`src/rtl/bcd_display_driver_pkg.sv`:
```
// Shared constants for the BCD display driver: segment patterns, FSM encoding and
// accumulator sizing.
package bcd_display_driver_pkg;

  typedef enum logic [1:0] {
    StIdle,
    StShift,
    StCommit
  } state_e;

  // Patterns are {g,f,e,d,c,b,a}, active high.
  localparam logic [6:0] SegDigits [10] = '{
    7'b0111111, 7'b0000110, 7'b1011011, 7'b1001111, 7'b1100110,
    7'b1101101, 7'b1111101, 7'b0000111, 7'b1111111, 7'b1101111
  };
  localparam logic [6:0] SegDash  = 7'b1000000;
  localparam logic [6:0] SegBlank = 7'b0000000;

  // ceil(width * log10(2)); width*log10(2) is never an integer for width >= 1.
  function automatic int unsigned calc_nacc(input int unsigned width);
    return (width * 30103 + 99999) / 100000;
  endfunction

endpackage

```
`src/rtl/bcd_display_driver_seven_segment.sv`:
```
// Decimal digit to 7-segment pattern; codes above 9 decode to blank.
module seven_segment
  import bcd_display_driver_pkg::*;
(
  input  logic [3:0] bcd,
  output logic [6:0] seg
);

  always_comb begin
    seg = SegBlank;
    if (bcd < 4'd10) seg = SegDigits[bcd];
  end

endmodule

```
`src/rtl/bcd_display_driver.sv`:
```
// Binary to BCD conversion (double-dabble, one bit per cycle) feeding a multiplexed
// 7-segment display with leading-zero blanking and overflow dash.
module bcd_display_driver
  import bcd_display_driver_pkg::*;
#(
  parameter int unsigned WIDTH    = 8,
  parameter int unsigned DIGITS   = 3,
  parameter int unsigned SCAN_DIV = 1000,
  parameter int unsigned BLANK_LZ = 1
) (
  input  logic              clk,
  input  logic              reset,
  input  logic [WIDTH-1:0]  value,
  input  logic              load,
  output logic              busy,
  output logic              done,
  output logic              overflow,
  output logic [6:0]        seg,
  output logic [DIGITS-1:0] digit_en
);

  localparam int unsigned NACC = calc_nacc(WIDTH);
  localparam int unsigned EXT  = (NACC > DIGITS) ? NACC : DIGITS;
  localparam int unsigned CW   = $clog2(WIDTH + 1);
  localparam int unsigned SW   = $clog2(SCAN_DIV);
  localparam int unsigned IW   = (DIGITS > 1) ? $clog2(DIGITS) : 1;

  state_e              state_q;
  logic [WIDTH-1:0]    bin_q;
  logic [4*NACC-1:0]   acc_q, acc_adj;
  logic [4*EXT-1:0]    acc_ext;
  logic [CW-1:0]       cnt_q;
  logic [4*DIGITS-1:0] disp_q;
  logic                overflow_q, done_q, acc_ovf;

  always_comb begin
    acc_adj = acc_q;
    for (int i = 0; i < NACC; i++) begin
      if (acc_q[4*i +: 4] >= 4'd5) acc_adj[4*i +: 4] = acc_q[4*i +: 4] + 4'd3;
    end
    acc_ext = '0;
    acc_ext[4*NACC-1:0] = acc_q;
    acc_ovf = |(acc_ext >> (4 * DIGITS));
  end

  always_ff @(posedge clk or negedge reset) begin
    if (!reset) begin
      state_q    <= StIdle;
      bin_q      <= '0;
      acc_q      <= '0;
      cnt_q      <= '0;
      disp_q     <= '0;
      overflow_q <= 1'b0;
      done_q     <= 1'b0;
    end else begin
      done_q <= 1'b0;
      case (state_q)
        StIdle: begin
          if (load) begin
            bin_q   <= value;
            acc_q   <= '0;
            cnt_q   <= CW'(WIDTH);
            state_q <= StShift;
          end
        end
        StShift: begin
          {acc_q, bin_q} <= {acc_adj, bin_q} << 1;
          cnt_q          <= cnt_q - CW'(1);
          if (cnt_q == CW'(1)) state_q <= StCommit;
        end
        StCommit: begin
          disp_q     <= acc_ext[4*DIGITS-1:0];
          overflow_q <= acc_ovf;
          done_q     <= 1'b1;
          state_q    <= StIdle;
        end
        default: state_q <= StIdle;
      endcase
    end
  end

  assign busy     = (state_q != StIdle);
  assign done     = done_q;
  assign overflow = overflow_q;

  logic [SW-1:0]     scan_q;
  logic [IW-1:0]     idx_q, idx_d;
  logic [3:0]        nib_sel;
  logic [DIGITS-1:0] lz, en_d, en_q;
  logic              run, blank_sel;
  logic [6:0]        seg_dec, seg_d, seg_q;

  // Everything below is decoded for the slot about to be shown (idx_d).
  always_comb begin
    idx_d     = (idx_q == IW'(DIGITS - 1)) ? '0 : idx_q + IW'(1);
    lz        = '0;
    run       = 1'b1;
    for (int i = DIGITS - 1; i >= 1; i--) begin
      run   = run & (disp_q[4*i +: 4] == 4'd0);
      lz[i] = run;
    end
    nib_sel   = '0;
    blank_sel = 1'b0;
    en_d      = '0;
    for (int i = 0; i < DIGITS; i++) begin
      if (idx_d == IW'(i)) begin
        nib_sel   = disp_q[4*i +: 4];
        blank_sel = lz[i];
        en_d[i]   = 1'b1;
      end
    end
    if (overflow_q) seg_d = SegDash;
    else if ((BLANK_LZ != 0) && blank_sel) seg_d = SegBlank;
    else seg_d = seg_dec;
  end

  seven_segment u_seven_segment (
    .bcd (nib_sel),
    .seg (seg_dec)
  );

  always_ff @(posedge clk or negedge reset) begin
    if (!reset) begin
      scan_q <= '0;
      idx_q  <= '0;
      en_q   <= DIGITS'(1);
      seg_q  <= SegDigits[0];
    end else if (scan_q == SW'(SCAN_DIV - 1)) begin
      scan_q <= '0;
      idx_q  <= idx_d;
      en_q   <= en_d;
      seg_q  <= seg_d;
    end else begin
      scan_q <= scan_q + SW'(1);
    end
  end

  assign seg      = seg_q;
  assign digit_en = en_q;

endmodule

```
`config.mk`:
```
export PLATFORM = sky130hd
export DESIGN_NAME = bcd_display_driver
export DESIGN_NICKNAME = d
export VERILOG_FILES = /design/src/rtl/bcd_display_driver_pkg.sv /design/src/rtl/bcd_display_driver_seven_segment.sv /design/src/rtl/bcd_display_driver.sv
export SDC_FILE = /design/constraint.sdc
export NUM_CORES = 1
export LEC_CHECK = 0
export CAP_MARGIN = 20
export CORE_ASPECT_RATIO = 0.6
export CORE_MARGIN = 2
export CORE_UTILIZATION = 50
export CTS_CLUSTER_DIAMETER = 150
export CTS_CLUSTER_SIZE = 30
export DETAILED_ROUTE_END_ITERATION = 6
export PLACE_DENSITY = 0.76
export SYNTH_ARGS = -nofsm -noshare
export SYNTH_HDL_FRONTEND = slang
export SYNTH_HIERARCHICAL = 1
export SYNTH_SLANG_ARGS = --single-unit
```
`constraint.sdc`:
```
create_clock -name clk -period 3.3 [get_ports clk]
set_clock_uncertainty 0.15 [all_clocks]
set_input_delay 0.66 -clock clk [delete_from_list [all_inputs] [get_ports clk]]
set_output_delay 0.66 -clock clk [all_outputs]
set_load 0.02 [all_outputs]
```
* Word level (Yosys, flattened, before mapping)
Memories as Yosys holds them, arrays and structs flattened.
Index checks and enable logic that the tools add are counted.
** Storage, ports and cells
- Flip-flop bits (word level) :: 61
- Memories kept :: 1
- Memory bits (read-only) :: 112
- Input port bits :: 11
- Output and inout bits :: 13
** Operators by class
- $add $sub $neg :: 6
- Magnitude comparators :: 5
- Bitwise operators :: 2
- Eq/ne operators :: 9
- Muxes and demuxes :: 27
- Reduce and logical (&&, ||, !) cells :: 8
** Memories
- (no name shown) :: words 16, bits a word 7, rd ports 1, clocked after memory_dff 0, wr ports 0, line bcd_display_driver_seven_segment.sv:11 : if (bcd < 4'd10) seg = SegDigits[bcd];
** Operators with widths (number)
- $mux 7 :: 4
- $mux 4 :: 6
- $pmux 12 s2 :: 1
- $pmux 8 s2 :: 1
- $ge 4x3->1 const B :: 3
- $mux 12 :: 1
- $add 10x1->10 const B :: 1
- $eq 10x10->1 const B :: 1
- $mux 10 :: 1
- $add 4x2->4 const B :: 2
- $logic_not 4->1 :: 2
- $mux 8 :: 1
- $pmux 4 s2 :: 1
- $eq 2x2->1 const B :: 3
- $mux 1 :: 6
- $mux 2 :: 3
- $ge 5x5->1 const B :: 1
- $not 4->5 :: 1
- $eq 2x1->1 const B :: 2
- $eq 4x1->1 const B :: 1
- $logic_not 2->1 :: 2
- $lt 4x4->1 const B :: 1
- $ne 2x2->1 const B :: 2
- $pmux 2 s2 :: 1
- other kinds (7) :: 9

* Longest topological paths before layout
- Word-level depth :: 12
- Depth in mapped cells :: 9
- Mapped depth without buffers :: 8

* Cells and area by module
The synthesis kept the hierarchy.
** By module, submodules not included
- bcd_display_driver :: times used 1, cells each 258, area each 2849.0 um2, seq. area each 1485.2 um2
- seven_segment :: times used 1, cells each 31, area each 205.2 um2, seq. area each 0.0 um2

* Worst setup path after synthesis
Ideal clock, no wire load.
- Path type :: register to register
- Start point :: reg idx_q[0]
- End point :: reg seg_q[4] (netlist: seg[4])
- Cell stages (with the launch flop) :: 10
- Library setup time :: 79 ps
- Data required time :: 3071 ps
- Slack :: 891 ps
- Arrival time :: 2179 ps
- Cells stage by stage :: dfrtp_1 -> clkbuf_1 -> mux2i_1 -> o21ai_0 -> inv_1 -> ha_1 -> nor2b_1 -> nor3_1 -> a21oi_1 -> a22o_1
** On the way
- Longest elaborated chain between the ends :: 12
** RTL lines
- start: declaration :: line bcd_display_driver.sv:87 : logic [IW-1:0] idx_q, idx_d;
- start signal: assignment :: line bcd_display_driver.sv:130 : idx_q <= idx_d;
- $add 2x1->2 / $eq 2x2->1 (equally long branches) :: line bcd_display_driver.sv:95 : idx_d = (idx_q == IW'(DIGITS - 1)) ? '0 : idx_q + IW'(1);
- $mux 2 (*) :: line bcd_display_driver.sv:95
- $logic_not 2->1 :: line bcd_display_driver.sv:106 : if (idx_d == IW'(i)) begin
- $mux 4 (2 in series) :: line bcd_display_driver.sv:106
- $mux 4 (*) :: line bcd_display_driver.sv:106
- net nib_sel[1] :: line bcd_display_driver.sv:88 : logic [3:0] nib_sel;
- $not 4->5 (implied by the code) :: line bcd_display_driver_seven_segment.sv:11
- $mem_v2 16x7
- $mux 7 (implied by the code) (2 in series) :: line bcd_display_driver_seven_segment.sv:11
- $mux 7 (*) :: line bcd_display_driver_seven_segment.sv:11
- net seg_dec[4] :: line bcd_display_driver.sv:91 : logic [6:0] seg_dec, seg_d, seg_q;
- $mux 7 (*) :: line bcd_display_driver.sv:113 : else if ((BLANK_LZ != 0) && blank_sel) seg_d = SegBlank;
- end signal: assignment :: line bcd_display_driver.sv:127 : seg_q <= SegDigits[0];
- end signal: assignment :: line bcd_display_driver.sv:132 : seg_q <= seg_d;
- end: declaration :: line bcd_display_driver.sv:91
Mark *: on every way through the listed nets, which the timed path passes. The rest lies on a longest branch. The select of a mux whose other input is x is not followed.
A chain may end at the register's enable or synchronous reset.

* Final worst setup path
- Start point :: reg state_q[0]
- End point :: out busy
** On the way
- Longest elaborated chain between the ends :: 1
** RTL lines
- start: declaration :: line bcd_display_driver.sv:28 : state_e state_q;
- start signal: assignment :: line bcd_display_driver.sv:48 : state_q <= StIdle;
- start signal: assignment :: line bcd_display_driver.sv:63 : state_q <= StShift;
- start signal: assignment :: line bcd_display_driver.sv:69 : if (cnt_q == CW'(1)) state_q <= StCommit;
- $reduce_bool 2->1 :: line bcd_display_driver.sv:82 : assign busy = (state_q != StIdle);
- end: declaration :: line bcd_display_driver.sv:15 : output logic busy,
No other way between the ends.

==> flow_metrics.env <==
export IMPL_globalRoute_totalOverflow=0
export IMPL_rsz0062_at_grt="false"
export IMPL_power_density_mw_per_mm2=797
export IMPL_cts_buffers=9
export IMPL_die_y_um=64.5
export IMPL_synth_compound_area_share=0.162
export IMPL_path_clk_slew_ns=0.07
export IMPL_status="complete, no violations"
export IMPL_wl_um=5820
export IMPL_yosysSeqAreaShare=0.486
export IMPL_grt_pass1_wl_um=10400
export IMPL_netlist_area_mm2=0.00305
export IMPL_synthAdderAreaFrac=0.0574
export IMPL_cts_hold_fix_buffers=0
export IMPL_cap_violations=0
export IMPL_tns_ns=0
export IMPL_hold_viol_final=0
export IMPL_start_kind="register"
export IMPL_rr_worst_depth=7
export IMPL_r2r_end="seg[3]$_DFFE_PN1N_"
export IMPL_die_area_mm2=0.00677
export IMPL_h_tree_depth=3
export IMPL_arrival_ns=1.78
export IMPL_ant_nets=0
export IMPL_ys_flop_type="dfrtp_1"
export IMPL_track_usage=0.198
export IMPL_grt_max_degree=32
export IMPL_grt_pass1_vias=2119
export IMPL_vias=2157
export IMPL_fillers=487
export IMPL_wl_per_cell_um=14.7
export IMPL_register_area_mm2=0.00149
export IMPL_muxShareOfSynthArea=0.0746
export IMPL_fmax_ghz=0.386
export IMPL_cts_tree="yes"
export IMPL_yosys_register_bits=59
export IMPL_nNetsFinal=337
export IMPL_min_period_ns=2.59
export IMPL_synth_edf_count=0
export IMPL_final_layout_size_suffix_gt1_frac=0.170
export IMPL_setup_violations=0
export IMPL_drc=0
export IMPL_synth_cell_type_count=44
export IMPL_drt_initial_drc_count=116
export IMPL_leakage_nw=1.60
export IMPL_hold_path_class="in2async"
export IMPL_maxSlewHeadroom=0.437
export IMPL_dp_hpwl_um=4120
export IMPL_async_flop_share=1.00
export IMPL_cts_root_buf="clkbuf_8"
export IMPL_row_count=21
export IMPL_die_w_um=105
export IMPL_cts_resized=0
export IMPL_ir_drop_uv=376
export IMPL_drt_pass1_iterations=4
export IMPL_antenna_found_initial=0
export IMPL_synth_top_family_by_area="compound AO/OA/AOI/OAI gates"
export IMPL_syn_instance_count=289
export IMPL_synth_fp_nets=314
export IMPL_synth_xor_area_frac=0.0315
export IMPL_setup_worst_path_end_class="primary output"
export IMPL_path_class="reg2out"
export IMPL_timing_final_crit_share=0.784
export IMPL_initial_core_util=0.533
export IMPL_core_mm2=0.00573
export IMPL_portBuffers=22
export IMPL_clk_latency_ns=0.33
export IMPL_r2r_slack_ns=0.83
export IMPL_syn_area_per_cell_um2=10.6
export IMPL_post_place_ws_ns=0.860
export IMPL_syn2layout_area_growth_pct=16.1
export IMPL_place_congestion=0.802
export IMPL_n_antenna_cell=0
export IMPL_multi_input_area_mm2=0.00144
export IMPL_io_pins=24
export IMPL_setup_slack_ns=0.711
export IMPL_final_max_slew_viol_count=0
export IMPL_tightest_slew_ns=0.836
export IMPL_worstPathRequired_ns=2.49
export IMPL_postCtsSetupBuffers=0
export IMPL_cts_buffer_depth=2
export IMPL_cp_max_fo=16
export IMPL_r2r_start="idx_q[0]$_DFFE_PN0N_"
export IMPL_cts_sinks=59
export IMPL_synthSimpleGateAreaFrac=0.144
export IMPL_yosys_warnings=6
export IMPL_vias_per_cell=5.43
-- layer usage --
metal	track usage	routed length, um	vias to the layer above
met3	0.0684	261	13
met5	0	0	-
met2	0.278	2370	48
met4	0.0750	112	0
li1	-	-	1055
met1	0.281	3080	1041
-- power breakdown --
group / internal [mW] / total [mW] / switching (mW)
Combinational: 0.463 / 0.999 / 0.536
Clock: 0.408 / 0.689 / 0.281
Sequential: 0.924 / 1.14 / 0.213
-- logic make-up (layout without fill, tap and decap cells) --
logic type / Yosys count / in the layout
muxes: 21 / 21
DFF: 59 / 59
adders and majority gates: 14 / 14
AOI/OAI and AO/OA: 77 / 77
xor gates and xnor gates: 11 / 11
and+or+nand+nor: 78 / 78
buffers and inverters: 28 / 56
other: 1 / 1
-- synthesized netlist by cell type (2+ instances only) --
library cell,n,area (um^2)
dfrtp_1,52,1300
o21ai_0,25,125
nand2_1,20,75.1
a21oi_1,18,90.1
ha_1,14,175
inv_1,14,52.6
mux2_2,14,158
nor2b_1,14,87.6
a22o_1,13,114
nor2_1,11,41.3
a22oi_1,8,60.1
dfstp_2,7,184
mux2i_1,7,70.1
nor3_1,7,35.0
clkbuf_1,6,22.5
xor2_1,6,52.6
xnor2_1,5,43.8
and2_1,4,25.0
buf_2,4,20.0
nand2b_1,4,25.0
nand3_1,4,20.0
o21ai_1,4,20.0
a31oi_1,2,12.5
and3_1,2,12.5
and3_2,2,15.0
buf_4,2,15.0
buf_6,2,22.5
o31ai_1,2,15.0
-- critical path, stage by stage (launching register included) --
cell and delay, ns:
dfrtp_1 0.55, or2_2 0.36, clkdlybuf4s50_1 0.54
-- area by class of cell --
class                   instances  share of cell area
clock buffers                  12              0.0466
well taps                      80              0.0282
repair buffers                 26              0.0727
flip-flops and latches         59               0.419
inverters                      14              0.0148
multi-input cells             202               0.405
clock inverters                 4              0.0134
-- sequential cells by signal, indices dropped and copies added (netlist names) --
name      cells
digit_en      1
state_q       2
seg           7
idx_q         2
acc_ext      12
disp_q       12
scan_q       10
done          1
bin_q         8
cnt_q         4
-- how the worst max path moves through the flow --
stage                           endpoint  slack [ns]  cells after the start                   start
finish                              busy        0.71                      2  state_q[0]$_DFFE_PN0P_
global route          seg[4]$_DFFE_PN1N_        0.56                      8    idx_q[0]$_DFFE_PN0N_
CTS                                 busy        0.70                      2  state_q[0]$_DFFE_PN0P_
detailed placement    seg[4]$_DFFE_PN1N_        0.86                      8    idx_q[0]$_DFFE_PN0N_
global placement    bin_q[0]$_DFFE_PN0P_        0.89                      4                    load
floorplan             seg[4]$_DFFE_PN1N_        0.89                      9    idx_q[0]$_DFFE_PN0N_
-- layout by cell type, fill, tap and decap left out, drive strengths merged, types with 3 or more instances in the layout --
cell type,n
and2,5
nor2b,15
nand3,4
mux2i,7
a31oi,3
nand2b,4
mux2,14
a22o,13
and3,4
ha,14
o21ai,29
dfstp,7
xnor2,5
a22oi,8
a21oi,18
nor2,12
nor3,7
inv,14
xor2,6
clkbuf,12
dfrtp,52
nand2,20
clkdlybuf4s50,21
buf,5
-- stage by stage --
step                      hold WS (ns)  power (mW)  instance area, um^2   util  cells
after floorplan                  0.214        1.89                 3050      -    289
after global placement           0.331        2.10                 3330  0.582    381
after detailed placement         0.342        2.14                 3330  0.582    381
after CTS                        0.243        2.84                 3540  0.619    397
after global routing             0.263        3.06                 3540  0.619    397
final                            0.228        2.82                 3540  0.619    397
(Power assumes the default switching activity.)
